File: src/rtl/shift_word_deserializer.sv
// rtl/shift_word_deserializer.sv - serial-in/parallel-out word collector with valid/ready output holding register
module shift_word_deserializer #(
  parameter int WIDTH = 32,
  parameter int CNT_W = $clog2(WIDTH + 1)
) (
  input  logic             CLK,
  input  logic             RST,
  input  logic             EN,
  input  logic             SIN,
  input  logic             START,
  input  logic             DIR,
  input  logic             Q_READY,
  input  logic             CLR_OVR,
  output logic [WIDTH-1:0] Q,
  output logic             Q_VALID,
  output logic             BUSY,
  output logic [CNT_W-1:0] BIT_CNT,
  output logic             OVR
);

  localparam logic ST_IDLE  = 1'b0;
  localparam logic ST_SHIFT = 1'b1;

  logic             state;
  logic             busy;
  logic             dir_l;
  logic [WIDTH-1:0] sh;
  logic [CNT_W-1:0] bit_cnt;
  logic [WIDTH-1:0] q;
  logic             q_valid;
  logic             ovr;

  logic             start_ev;
  logic             shift_ev;
  logic             complete;
  logic             xfer;
  logic             q_load;
  logic [WIDTH-1:0] shifted;
  logic [WIDTH-1:0] reload;

  // A START bit always opens a new word; plain bits only count while a word is open.
  assign start_ev = EN & START;
  assign shift_ev = EN & ~START & (state == ST_SHIFT);
  assign complete = shift_ev & (bit_cnt == CNT_W'(WIDTH - 1));
  assign xfer     = q_valid & Q_READY;
  // Completed word may enter Q if Q is empty or being drained on this same edge.
  assign q_load   = complete & (~q_valid | Q_READY);

  // Next shift register value using the direction latched at the word's first bit.
  assign shifted = dir_l ? {SIN, sh[WIDTH-1:1]} : {sh[WIDTH-2:0], SIN};
  // First bit of a word, placed as if shifted into a cleared register with the new DIR.
  assign reload  = DIR ? {SIN, {(WIDTH-1){1'b0}}} : {{(WIDTH-1){1'b0}}, SIN};

  // Collection FSM: shift register, bit counter, latched direction and busy flag.
  always_ff @(posedge CLK) begin
    if (RST) begin
      state   <= ST_IDLE;
      busy    <= 1'b0;
      dir_l   <= 1'b0;
      sh      <= '0;
      bit_cnt <= '0;
    end else if (start_ev) begin
      state   <= ST_SHIFT;
      busy    <= 1'b1;
      dir_l   <= DIR;
      sh      <= reload;
      bit_cnt <= CNT_W'(1);
    end else if (complete) begin
      state   <= ST_IDLE;
      busy    <= 1'b0;
      sh      <= shifted;
      bit_cnt <= '0;
    end else if (shift_ev) begin
      sh      <= shifted;
      bit_cnt <= bit_cnt + CNT_W'(1);
    end
  end

  // Output holding register with valid/ready handshake.
  always_ff @(posedge CLK) begin
    if (RST) begin
      q       <= '0;
      q_valid <= 1'b0;
    end else if (q_load) begin
      q       <= shifted;
      q_valid <= 1'b1;
    end else if (xfer) begin
      q_valid <= 1'b0;
    end
  end

  // Sticky overrun: a new overrun takes priority over a clear on the same edge.
  always_ff @(posedge CLK) begin
    if (RST) begin
      ovr <= 1'b0;
    end else if (complete & q_valid & ~Q_READY) begin
      ovr <= 1'b1;
    end else if (CLR_OVR) begin
      ovr <= 1'b0;
    end
  end

  assign Q       = q;
  assign Q_VALID = q_valid;
  assign BUSY    = busy;
  assign BIT_CNT = bit_cnt;
  assign OVR     = ovr;

endmodule
File: config.mk
export PLATFORM = sky130hd
export DESIGN_NAME = shift_word_deserializer
export DESIGN_NICKNAME = d
export VERILOG_FILES = /design/src/rtl/shift_word_deserializer.sv
export SDC_FILE = /design/constraint.sdc
export NUM_CORES = 1
export LEC_CHECK = 0
export BUFFER_PORTS_ARGS = -buffer_cell sky130_fd_sc_hd__buf_2
export CORE_MARGIN = 2
export CORE_UTILIZATION = 55
export DETAILED_ROUTE_END_ITERATION = 8
export PLACE_DENSITY = 0.77
export SLEW_MARGIN = 20
export SYNTH_ARGS = -nofsm -noshare
export SYNTH_HDL_FRONTEND = slang
export SYNTH_SLANG_ARGS = --single-unit
File: constraint.sdc
create_clock -name CLK -period 1.8 [get_ports CLK]
set_input_delay 0.18 -clock CLK [delete_from_list [all_inputs] [get_ports CLK]]
set_output_delay 0.18 -clock CLK [all_outputs]
set_load 0.01 [all_outputs]
; Yosys cells after proc, flatten, opt, wreduce, memory -nomap -nowiden
; Index checks and enable logic that the tools add are counted.
[totals]
regBits = 74
latch_bits = 0
ramBits = 0
romBits = 0
input_bits = 8
elab_cells = 41
mem_count = 0
[classes]
n_addsub = 1
n_mul = 0
div = 0
magnitude_cmp = 0
n_eq_ne = 1
shifts = 0
muxes = 14
bitwise = 12
n_reduce_logical = 5
[op_table]
columns = op, count
row1 = 2-to-1 mux 32 bit, 5
row2 = 2-to-1 mux 1 bit, 9
row3 = bitwise AND 1 bit, 8
row4 = adder 6 x 1 -> 6 bit (second input constant), 1
row5 = equality test 6 x 5 -> 1 bit (second input constant), 1
row6 = nonzero test 2 bit, 3
row7 = NOT 1 bit, 3
row8 = nonzero test 3 bit, 1
row9 = OR reduction 3 bit, 1
row10 = bitwise OR 1 bit, 1

; Depth between registers and ports, before layout
[depth]
word_depth = 7
mapped_depth = 7

; Least setup slack after synthesis
; Ideal clock, no wire load.
[synth_path]
kind = flip-flop to flip-flop
startpoint = reg bit_cnt[0], in the netlist BIT_CNT[0]
endpoint = reg q[10], in the netlist Q[10]
setup_ps = 146
arrival_time_ps = 1509
t_required_ps = 1654
slack_ps = 145
stages_incl_launch_ff = 8
period_less_slack_ps = 1655
cell_sequence = dfxtp_1 -> ha_1 -> and4b_1 -> buf_2 -> and3_4 -> buf_6 -> buf_6 -> a211oi_2
[synth_between]
elab_chain_len = 3
[synth_rtl]
columns = item, line_no
row1 = "start, declared", 28  ; logic [CNT_W-1:0] bit_cnt;
row2 = "start signal, assigned", 75  ; bit_cnt <= bit_cnt + CNT_W'(1);
row3 = equality test 6 x 5 -> 1 bit, 44  ; assign complete = shift_ev & (bit_cnt == CNT_W'(WIDTH - 1));
row4 = bitwise AND 1 bit, 44
row5 = bitwise AND 1 bit, 47  ; assign q_load = complete & (~q_valid | Q_READY);
row6 = "end signal, assigned", 85  ; q <= shifted;
row7 = "end, declared", 29  ; logic [WIDTH-1:0] q;
; Every way passes these cells.
; A chain may end at the register's enable or synchronous reset.

; Worst setup path after layout
[layout_path]
startpoint = reg bit_cnt[0], in the netlist BIT_CNT[0]
endpoint = reg bit_cnt[0], in the netlist BIT_CNT[0]
[layout_between]
elab_chain_len = 4
elab_cells_between_ends = 7
cone_classes = add/sub: 1 / eq/ne: 1 / mux: 3 / bitwise: 1 / reduce/logical: 1
[layout_rtl]
columns = item, line_no
row1 = adder 6 x 1 -> 6 bit or equality test 6 x 5 -> 1 bit (tied branches), "75, 44"
row2 = 2-to-1 mux 1 bit or bitwise AND 1 bit (tied branches), "73, 44"
row3 = 2-to-1 mux 1 bit, 68  ; end else if (complete) begin
row4 = 2-to-1 mux 1 bit, 62  ; end else if (start_ev) begin
; Parallel ways exist; a longest one is shown, timed or not. The select of a mux whose other input is x is not followed.

==> impl_metrics.json <==
{
  "status": "finished clean",
  "cts-buffers-inserted": 9,
  "cts_resized": 0,
  "netlist_instances": 351,
  "cts_root_buf": "clkbuf_8",
  "grt_start_max_net_pins": 42,
  "drtIter0Drc": 130,
  "grt_antenna_before_repair": 0,
  "drtAntennaViolNets": 0,
  "worstMarginPinSlew_ps": 556,
  "cp.arrival_ps": 1870,
  "ir_drop_uv": 455,
  "vias": 2794,
  "relSlewSlack_pct": 62.8,
  "synth_seq_area_share_pct": 42.7,
  "post-place-ws_ps": 231,
  "fp-row-count": 28,
  "drv_slew": 0,
  "skew_ps": 6.58,
  "clock.fmax_mhz": 626,
  "ios": 49,
  "finalHoldViolations": 0,
  "first_pass_iters": 5,
  "required_ps": 2070,
  "timing.final.ws_setup_ps": 202,
  "port_buffers": 48,
  "syn_avg_cell_area_sq_um": 9.88,
  "drc_errors": 0,
  "synth-main-ff-cell": "dfxtp_1",
  "synth-edff-count": 0,
  "p_leak_uw": 0.00138,
  "htreeDepth": 3,
  "hpwl_um": 5180,
  "synth_nets": 360,
  "hold_path_class": "input pin to flop",
  "clk_pin_slew_ps": 70,
  "dieArea_sq_um": 6960,
  "die_w_um": 83.4,
  "clk_latency_ps": 340,
  "power_density_nw_per_um2": 819,
  "worstSetupPathType": "flop to flop",
  "place.gp.congestion": 0.795,
  "critPathCaptureType": "flop",
  "grt_pass1_vias": 2694,
  "async_flop_share_pct": 0,
  "clock_path_buffers": 2,
  "yosys_warnings": 0,
  "cts_hold_buffers": 0,
  "setup_viol_count_final": 0,
  "maxCapViolCount": 0,
  "cts_setup_buffers": 0,
  "final_cell_mix": "73 x dfxtp_1, 48 x buf_2, 34 x nor2_1",
  "synth_cell_types": 42,
  "antennaDiodeCount": 0,
  "grt_pass1_wl_um": 13100,
  "final_nets": 397,
  "grt_setup_unrepaired": "false",
  "min_period_over_period_pct": 88.8,
  "critPathMaxFanout": 21,
  "initial_core_util_pct": 57.6,
  "layout_commonest_cell": "dfxtp_1",
  "totalWireLength_um": 7900,
  "grt_usage_pct": 23.2,
  "layout-drive-gt1-share_pct": 28.4,
  "die-height_um": 83.4,
  "wire_per_inst_um": 17.0,
  "ys_ff_latch": 74,
  "overflow": 0,
  "core_area_sq_um": 6030,
  "fin_setup_tns_ps": 0,
  "start_kind": "flop",
  "syn_area_sq_um": 3470,
  "tritoncts": "built",
  "via_per_inst": 6.00,
  "cts_num_sinks": 74,
  "fin_crit_ps": 1600,
  "syn2layout_area_growth_pct": 13.2
}
## worst paths after layout
kind                                  from    endpoint  slack (ps)  depth (start not counted)
worst max register to register  BIT_CNT[0]  BIT_CNT[0]         200                          5
worst min register to register       Q[31]       Q[31]         480                          2
worst min-delay path               CLR_OVR         OVR         120                          4
worst max-delay path            BIT_CNT[0]  BIT_CNT[0]         200                          5
## state kept, by name, summed over array words and instances, names as in the netlist
| signal | cells |
|---|---|
| Q | 32 |
| sh | 32 |
| BIT_CNT | 6 |
| BUSY | 1 |
| OVR | 1 |
| Q_VALID | 1 |
| dir_l | 1 |
## critical path, cell delays in order (launching register included)
cell and delay [ps]:
dfxtp_1 320, ha_1 250, and4b_1 250, buf_4 220, a211o_1 310, a31oi_1 170
## cell type report
cell class / count / area [sq um]
clock buffer: 11 / 141
inverter: 28 / 105
multi-input combinational: 211 / 1670
timing repair buffer: 64 / 373
fill: 516 / 2100
clock inverter: 3 / 65.1
tap: 75 / 93.8
sequential: 74 / 1480
## logic make-up after synthesis
family          Yosys count  share of synthesized area (%)
fa+ha+maj                 1                          0.361
simple gates             65                           9.23
flops                    74                           42.7
xor+xnor                  1                          0.252
compound gates          110                           28.3
buf+inv                  66                           9.30
mux                      34                           9.88
## stage by stage
stage / std cells / hold slack, ps / util (%) / total power (uW) / cell area, sq um
detailed placement: 452 / 463 / 61.7 / 1870 / 3720
floorplan: 351 / 328 / - / 1830 / 3470
finish: 466 / 119 / 65.2 / 3210 / 3930
global route: 466 / 137 / 65.2 / 3310 / 3930
global placement: 452 / 450 / 61.7 / 1870 / 3720
CTS: 466 / 105 / 65.2 / 3230 / 3930
## power breakdown
part | switching (uW) | internal (uW)
Combinational | 120 | 57.1
Clock | 577 | 802
Sequential | 11.3 | 1650
Total | 708 | 2510
## routing by layer
metal	global-route usage, %	routed length [um]	vias up
met5	0	0	-
met4	8.50	56	0
met3	4.17	376	5
met2	39.1	3980	71
met1	29.7	3490	1350
li1	-	-	1368
## synth_stat cells, types with 6 or more instances
cell type / count / share of area, %
mux2i_1: 32 / 9.2
a31oi_1: 32 / 5.8
dfxtp_1: 74 / 43
nor2_1: 34 / 3.7
buf_2: 9 / 1.3
clkbuf_1: 16 / 1.7
a21oi_1: 6 / 0.87
nand2_1: 11 / 1.2
buf_6: 6 / 1.9
inv_1: 28 / 3.0
o32a_1: 25 / 7.2
a211oi_2: 30 / 11
(Power assumes the default switching activity.)
